$ cat src/rtl/hs_dbg_pkg.sv
// Shared types, default constants and helpers for the kernel debug monitors.
package hs_dbg_pkg;

  localparam int unsigned DEF_NUM_CH       = 4;
  localparam int unsigned DEF_STALL_THRESH = 1024;
  localparam int unsigned DEF_CNT_W        = 16;
  localparam int unsigned DEF_EVT_W        = 8;

  typedef enum logic [1:0] {
    IDLE    = 2'd0,
    WATCH   = 2'd1,
    BLOCKED = 2'd2
  } wd_state_e;

  // Increment v, saturating at the all-ones value of a w-bit counter (w <= 32).
  function automatic logic [31:0] sat_inc(input logic [31:0] v, input int unsigned w);
    logic [31:0] max_v;
    max_v = (w >= 32) ? 32'hFFFF_FFFF : ((32'd1 << w) - 32'd1);
    return (v >= max_v) ? max_v : (v + 32'd1);
  endfunction

endpackage

$ cat src/rtl/hs_sat_counter.sv
// Saturating counter with load, clear and increment; load has priority, then clear.
module hs_sat_counter
  import hs_dbg_pkg::*;
#(
  parameter int unsigned W = 8
) (
  input  logic         clk,
  input  logic         rst_n,
  input  logic         clr,
  input  logic         load,
  input  logic [W-1:0] load_val,
  input  logic         inc,
  output logic [W-1:0] count
);

  // Counter register with synchronous active-low reset.
  always_ff @(posedge clk) begin
    if (!rst_n) begin
      count <= '0;
    end else if (load) begin
      count <= load_val;
    end else if (clr) begin
      count <= '0;
    end else if (inc) begin
      count <= W'(sat_inc(32'(count), W));
    end
  end

endmodule

$ cat src/rtl/hs_axis_stall_watchdog.sv
// Deadlock qualifier: declares a kernel block after every non-idle stage has
// been stuck for STALL_THRESH consecutive cycles, with sticky episode status.
module hs_axis_stall_watchdog
  import hs_dbg_pkg::*;
#(
  parameter int unsigned NUM_CH       = DEF_NUM_CH,
  parameter int unsigned STALL_THRESH = DEF_STALL_THRESH,
  parameter int unsigned CNT_W        = DEF_CNT_W,
  parameter int unsigned EVT_W        = DEF_EVT_W
) (
  input  logic              ap_clk,
  input  logic              ap_rst_n,
  input  logic              enable,
  input  logic              clear,
  input  logic [NUM_CH-1:0] axis_block_sigs,
  input  logic [NUM_CH-1:0] inst_idle_sigs,
  input  logic              inst_block_sigs,
  output logic              block,
  output logic              block_pulse,
  output logic [NUM_CH-1:0] block_mask,
  output logic [CNT_W-1:0]  stall_cycles,
  output logic [EVT_W-1:0]  event_count
);

  localparam logic [CNT_W-1:0] THRESH_M1  = CNT_W'(STALL_THRESH - 1);
  localparam logic [CNT_W-1:0] THRESH_VAL = CNT_W'(STALL_THRESH);

  logic [NUM_CH-1:0] stuck_c;
  logic              quiet_c;
  logic              cand_c;

  wd_state_e         state_q, state_d;
  logic [CNT_W-1:0]  cnt_q, cnt_d;
  logic              enter_c;
  logic              stall_inc_c;
  logic [EVT_W-1:0]  evt_load_c;

  // Qualification: a blocked-but-idle channel counts as idle.
  assign stuck_c = axis_block_sigs & ~inst_idle_sigs;
  assign quiet_c = &(stuck_c | inst_idle_sigs);
  assign cand_c  = enable & quiet_c & ((|stuck_c) | inst_block_sigs);

  // Next-state, qualification counter and episode strobes.
  always_comb begin
    state_d     = state_q;
    cnt_d       = cnt_q;
    enter_c     = 1'b0;
    stall_inc_c = 1'b0;
    case (state_q)
      IDLE: begin
        if (cand_c) begin
          state_d = WATCH;
          cnt_d   = CNT_W'(1);
        end else begin
          cnt_d = '0;
        end
      end
      WATCH: begin
        if (!cand_c) begin
          state_d = IDLE;
          cnt_d   = '0;
        end else if (cnt_q == THRESH_M1) begin
          state_d = BLOCKED;
          enter_c = 1'b1;
        end else begin
          cnt_d = cnt_q + CNT_W'(1);
        end
      end
      BLOCKED: begin
        if (!cand_c) begin
          state_d = IDLE;
          cnt_d   = '0;
        end else begin
          stall_inc_c = 1'b1;
        end
      end
      default: begin
        state_d = IDLE;
        cnt_d   = '0;
      end
    endcase
  end

  // State and qualification counter registers.
  always_ff @(posedge ap_clk) begin
    if (!ap_rst_n) begin
      state_q <= IDLE;
      cnt_q   <= '0;
    end else begin
      state_q <= state_d;
      cnt_q   <= cnt_d;
    end
  end

  // Block flag, entry strobe and sticky channel snapshot; entry beats clear.
  always_ff @(posedge ap_clk) begin
    if (!ap_rst_n) begin
      block       <= 1'b0;
      block_pulse <= 1'b0;
      block_mask  <= '0;
    end else begin
      block       <= (state_d == BLOCKED);
      block_pulse <= enter_c;
      if (enter_c) begin
        block_mask <= stuck_c;
      end else if (clear) begin
        block_mask <= '0;
      end
    end
  end

  // A clear coinciding with entry must still record this declaration as the first.
  assign evt_load_c = clear ? EVT_W'(1) : EVT_W'(sat_inc(32'(event_count), EVT_W));

  hs_sat_counter #(.W(CNT_W)) u_stall_cnt (
    .clk      (ap_clk),
    .rst_n    (ap_rst_n),
    .clr      (clear),
    .load     (enter_c),
    .load_val (THRESH_VAL),
    .inc      (stall_inc_c),
    .count    (stall_cycles)
  );

  hs_sat_counter #(.W(EVT_W)) u_event_cnt (
    .clk      (ap_clk),
    .rst_n    (ap_rst_n),
    .clr      (clear),
    .load     (enter_c),
    .load_val (evt_load_c),
    .inc      (1'b0),
    .count    (event_count)
  );

endmodule

$ cat config.mk
export PLATFORM = sky130hd
export DESIGN_NAME = hs_axis_stall_watchdog
export DESIGN_NICKNAME = d
export VERILOG_FILES = /design/src/rtl/hs_dbg_pkg.sv /design/src/rtl/hs_sat_counter.sv /design/src/rtl/hs_axis_stall_watchdog.sv
export SDC_FILE = /design/constraint.sdc
export NUM_CORES = 1
export LEC_CHECK = 0
export CORE_MARGIN = 3
export CORE_UTILIZATION = 49
export DETAILED_ROUTE_END_ITERATION = 7
export PLACE_DENSITY = 0.76
export SLEW_MARGIN = 10
export SYNTH_ARGS = -nofsm -noshare
export SYNTH_HDL_FRONTEND = slang
export SYNTH_SLANG_ARGS = --single-unit
$ cat constraint.sdc
create_clock -name ap_clk -period 4.3 [get_ports ap_clk]
set_clock_uncertainty 0.1 [all_clocks]
set_input_delay 0.86 -clock ap_clk [delete_from_list [all_inputs] [get_ports ap_clk]]
set_output_delay 0.86 -clock ap_clk [all_outputs]
set_load 0.02 [all_outputs]
After elaboration in Yosys (flattened, before gate mapping). Index checks and enable logic that the tools add are counted.

$mul: 0. Equality and inequality tests: 6. Bitwise logic cells: 7. Shift-type cells: 0. $lt $le $gt $ge: 2. Multiplexer cells: 25. Divide/modulo/power cells: 0. $add $sub $neg: 3. Reduce and logical (&&, ||, !) cells: 7.

Operator list (count): 2-to-1 mux 16 bit (4); one-hot mux 16 bit (3 select lines) (1); 2-to-1 mux 11 bit (3); adder 16 x 1 -> 16 bit (second input constant) (2); 2-to-1 mux 8 bit (4); equality test 16 x 10 -> 1 bit (second input constant) (1); >= comparator 16 bit (second input constant) (1); adder 8 x 1 -> 8 bit (second input constant) (1); >= comparator 8 bit (second input constant) (1); 2-to-1 mux 2 bit (4); 2-to-1 mux 4 bit (2); 2-to-1 mux 1 bit (6); one-hot mux 2 bit (3 select lines) (1); AND 4 bit (1); equality test 2 bit (second input constant) (2); NOT 4 bit (1); OR 4 bit (1); AND reduction 4 bit (1); OR reduction 4 bit (1); inequality test 3 bit (second input constant) (1); nonzero test 3 bit (1); OR reduction 3 bit (1); AND 1 bit (2); equality test 2 x 1 -> 1 bit (second input constant) (1); other kinds (6) (6).

Bits of input ports: 13. Memory bits (writable): 0. Output and inout port bits: 30. Bits in latches: 0. Word-level logic and storage cells: 58. Bits in registers: 48. Memories: 0. Bits in read-only memories: 0.

Logic depth before layout (Yosys ltp).
Depth after elaboration: 11. Depth in mapped cells: 9. Depth with buffers taken out: 7.

Cells and area by module. Synthesis repeated with hierarchy kept, for this count alone.

Cell total of the unflattened synthesis: 383. Area, all modules: 3098.0 um2.

By module, submodules not included: hs_axis_stall_watchdog (area an instance 1519.0 um2, instances 1, seq. area each 480.5 um2, cells each 187); hs_sat_counter at u_stall_cnt (area an instance 1063.5 um2, instances 1, seq. area each 320.3 um2, cells each 136); hs_sat_counter at u_event_cnt (area an instance 515.5 um2, instances 1, seq. area each 160.2 um2, cells each 60).

Worst setup path before layout. No wires, ideal clock.

Path kind: in2reg. Start point: input inst_idle_sigs[3]. End point: register u_event_cnt.count[0]. Slack: 1813 ps. Setup time: 136 ps. Required time: 4064 ps. Path buffers: 0. Arrival: 2250 ps. Cell stages on the path: 6. Cell sequence: o21ai_0 nor3_1 a21boi_0 nand3_1 nor3_1 a211oi_1.

Longest elaborated chain between the ends: 9. Elaborated cells on any way between the ends: 12. Classes of those cells: mux: 3; bitwise: 6; reduce/logical: 3.

RTL lines: start: declaration (line hs_axis_stall_watchdog.sv:16) `input logic [NUM_CH-1:0] inst_idle_sigs,`; NOT 4 bit (line hs_axis_stall_watchdog.sv:39) `assign stuck_c = axis_block_sigs & ~inst_idle_sigs;`; AND 4 bit (line hs_axis_stall_watchdog.sv:39); OR 4 bit (line hs_axis_stall_watchdog.sv:40) `assign quiet_c = &(stuck_c | inst_idle_sigs);`; AND reduction 4 bit (line hs_axis_stall_watchdog.sv:40); AND 1 bit (line hs_axis_stall_watchdog.sv:41) `assign cand_c = enable & quiet_c & ((|stuck_c) | inst_block_sigs);`; AND 1 bit (*) (line hs_axis_stall_watchdog.sv:41); 2-to-1 mux 1 bit (*) (line hs_axis_stall_watchdog.sv:59) `if (!cand_c) begin`; 2-to-1 mux 1 bit (*) (line hs_axis_stall_watchdog.sv:49) `case (state_q)`; 2-to-1 mux 8 bit or nonzero test 2 bit (tied branches); end signal: assignment (line hs_sat_counter.sv:21) `count <= load_val;`; end signal: assignment (line hs_sat_counter.sv:25) `count <= W'(sat_inc(32'(count), W));`; end: declaration (line hs_sat_counter.sv:13) `output logic [W-1:0] count`.

Mark *: on every way between the ends. The rest lies on a longest branch, timed or not. A chain may end at the register's enable or synchronous reset.

Worst setup path in the final report. Ends and elaborated chain as after synthesis.

==> key figures <==
STA
  – Unrepaired setup endpoints after global routing: false
  – Final count of negative-setup-slack endpoints: 0
  – Final Cycle Share: between 70% and 80%
  – Hold Vio Cnt, Final: 0
  – Worst slew pin tran: around 0.88 ns
  – Setup TNS: 0 ns
  – Pins over their slew limit: 0
  – Highest clock rate: 331 MHz
  – Period minus WS final: 3.02 ns
  – Relative max-transition margin: 41.4%

Clock tree
  – CTS Buf Count: 5
  – Post-CTS sizing: 0
  – CTS tree: done
  – Clock Tree Root: clkbuf_8
  – CTS Buffer Depth: 2
  – # clock sinks: 48
  – CTS Hold Buffers Added: 0
  – Clock transition at the registers of the reported paths: 0.08 ns
  – Htree depth: 2
  – Worst-Skew Late Latency: 0.29 ns
  – Post CTS Setup Buffer Count: 0

Synth
  – Number of synthesized register bits: 48
  – Post-Syn Area per Cell: 8.75 um2
  – Ys Warns: 0
  – Largest area contributor in the netlist: dfxtp_1
  – Count leader, synth: dfxtp_1
  – Syn_nets: 278
  – Share of the synthesized area in the top cell type: 41.9%
  – Top FF cell, synth: dfxtp_1
  – Share of flip-flops with an asynchronous set or reset: 0%
  – Unique masters post-synth: 43
  – Post-synth EDFFs: 0
  – Post-Syn Area: around 2300 um2
  – Ranking of synthesized cells by area: dfxtp_1 (42%), xor2_1 (8.0%), nor2_1 (5.6%)
  – Gate Count Post-Synth: between 200 and 300
  – Commonest cells post-synth: dfxtp_1 (48), nor2_1 (34), a21oi_1 (21), xor2_1 (21), and3_1 (12)
  – Seq/Total Area, Yosys: between 40% and 50%

Global route
  – Total grt overflow: 0
  – Largest net degree at the start of global routing: 16
  – Total GRT Usage: between 10% and 20%
  – Initial antenna violation count: 0
  – Vias in the first global route: between 1,500 and 2,000
  – First-pass GRT wire length: about 8.3 mm

Pwr
  – P_sw: 0.157 mW
  – Maximum vdd drop: 0.000198 V
  – Reg power frac: 58.5%
  – P_int: 0.604 mW
  – Net Sw Frac: 20.7%
  – Comb power frac: 4.4%
  – Clock share of power: between 30% and 40%
  – PD cells: 268 nW/um2
  – Leak pwr: 0.956 nW

Placement
  – Port Buf Inserts: 42
  – GPL Wtd Cong: 0.838
  – Post-DP HPWL: 3.62 mm
  – DP Area: 2740 um2

Routing
  – Wire per inst: 13.9 um
  – Routed Antenna Nets: 0
  – Post-Route WL: 4.90 mm
  – Drc violations: 0
  – DR iter-0 viols: 123
  – Vias/cell: 5.69
  – Via count: 2,016
  – Initial DRT Pass Iterations: 4

Critical path
  – Number of buffers and inverters on the critical path: 1
  – Most used cell, CP: nor3_1
  – Crit. End Element: register
  – Critical path peak fanout: 10
  – Slowest CP cell: clkdlybuf4s50_1
  – CP Cell Sequence: clkdlybuf4s50_1 > o21ai_0 > nor3_1 > a21boi_0 > nand3_1 > nor3_1 > a211oi_1
  – Worst Path Required: about 4.4 ns
  – WP data arrival: 3.09 ns
  – Setup CP Type: primary input to register
  – Crit path launch type: primary input
  – Max stage delay on crit path: between 0.4 and 0.5 ns
  – Crit-path leading delay family: simple AND/OR/NAND/NOR gates

Status
  – Status: completed

Finish
  – Filler Cells Inserted: 412
  – Storage element area: 961 um2
  – Multi-input logic area: 1270 um2
  – Share of cells above drive strength 1: 4.30%
  – Nets: ~320
  – Finished Cell Area: 2840 um2
  – Diodes inserted: 0
  – Area Overhead vs Synth: 23.7%

Floorplan
  – Initial Util: 51.6%
  – Die Wd: roughly 74 um
  – Row count: 24
  – Core area: between 4000 and 5000 um2
  – DIE HEIGHT: 74.4 um
  – Top Ports: 43
  – DIE AREA: 5540 um2

Job
  – Maxcap violations: 0

Hold path
  – Hold WC Path Type: register to register
==> cell usage in the layout, fill, tap and decap left out, types with 2 or more instances in the layout <==
cell | netlist | layout
dfxtp_1 | 48 | 48
clkdlybuf4s50_1 | 0 | 42
nor2_1 | 34 | 34
a21oi_1 | 21 | 21
xor2_1 | 21 | 21
and3_1 | 12 | 12
nand2_1 | 10 | 10
nor3_1 | 10 | 10
o21ai_0 | 9 | 9
nand3_1 | 9 | 9
nand2b_1 | 8 | 8
clkbuf_8 | 0 | 7
and4_1 | 6 | 6
nand4_1 | 6 | 6
xnor2_1 | 6 | 6
inv_1 | 5 | 5
nor4_1 | 4 | 4
nor3b_1 | 4 | 4
o21a_1 | 4 | 4
o2111ai_1 | 4 | 4
a31oi_1 | 3 | 3
a311oi_1 | 3 | 3
ha_1 | 3 | 3
or4_1 | 2 | 2
a21boi_0 | 2 | 2
mux2i_1 | 2 | 2
==> per-stage QoR <==
step / setup slack [ns] / std cells / utilization (%) / hold WS, ns / total power [mW]
4_1_cts: 1.25 / 354 / 63.8 / 0.405 / 0.768
6_report: 1.28 / 354 / 63.8 / 0.397 / 0.761
3_3_place_gp: 1.11 / 347 / 61.7 / 0.372 / 0.489
5_1_grt: 1.02 / 354 / 63.8 / 0.423 / 0.789
3_5_place_dp: 1.01 / 347 / 61.7 / 0.392 / 0.490
2_1_floorplan: 1.81 / 262 / - / 0.358 / 0.473
==> worst register-to-register path: stages (launching register included) <==
cell	delay, ns
dfxtp_1	0.45
or4b_4	0.52
nor3_4	0.25
o2111a_1	0.51
and4_4	0.33
a31oi_1	0.10
a211oi_2	0.19
==> power groups by stage <==
| stage | sequential (mW) | clock, mW | combinational, mW |
|---|---|---|---|
| floorplan | 0.456 | 0 | 0.0167 |
| global placement | 0.456 | 0 | 0.0329 |
| detailed placement | 0.456 | 0 | 0.0333 |
| CTS | 0.446 | 0.289 | 0.0336 |
| global route | 0.446 | 0.306 | 0.0367 |
| finish | 0.446 | 0.282 | 0.0337 |
==> cell families (layout without fill, tap and decap cells) <==
kind of cell             Yosys count  in the layout  share of synthesized area (%)
adder cells (fa/ha/maj)            3              3                           1.64
AND/OR/NAND/NOR                  114            114                           27.7
multiplexers                       2              2                          0.873
flip-flops                        48             48                           41.9
AO/OA/AOI/OAI                     53             53                           14.7
XOR/XNOR                          27             27                           10.3
buffers and inverters             15             55                           2.84
==> final timing paths <==
path | startpoint | endpoint | slack, ns | cells past startpoint
setup / recovery | inst_idle_sigs[3] | u_event_cnt.count[0]$_SDFFE_PN0P_ | 1.28 | 7
hold / removal | cnt_q[1]$_SDFFE_PN0P_ | cnt_q[1]$_SDFFE_PN0P_ | 0.40 | 2
setup reg to reg | state_q[0]$_SDFF_PN0_ | u_event_cnt.count[7]$_SDFFE_PN0P_ | 1.77 | 6
hold reg to reg | cnt_q[1]$_SDFFE_PN0P_ | cnt_q[1]$_SDFFE_PN0P_ | 0.40 | 2
==> cell type report <==
type	count	share of cell area, %
sequential	48	33.9
inverter	5	0.662
clock buffer	7	3.40
multi-input combinational	199	44.7
timing repair buffer	43	15.1
tap	52	2.29
==> sequential cells by signal, summed over array words and instances, names as in the netlist <==
register / cells
u_event_cnt.count: 8
block: 1
block_mask: 4
block_pulse: 1
cnt_q: 16
u_stall_cnt.count: 16
state_q: 2
==> per-layer routing <==
layer  global-route usage (%)  wire [um]  up-vias
met5                        0          0        -
met4                     4.15         41        0
met3                     3.65        146        5
met2                     32.7       2480       28
met1                     24.3       2230      953
li1                         -          -     1030
Power figures use the tool's default switching activity.
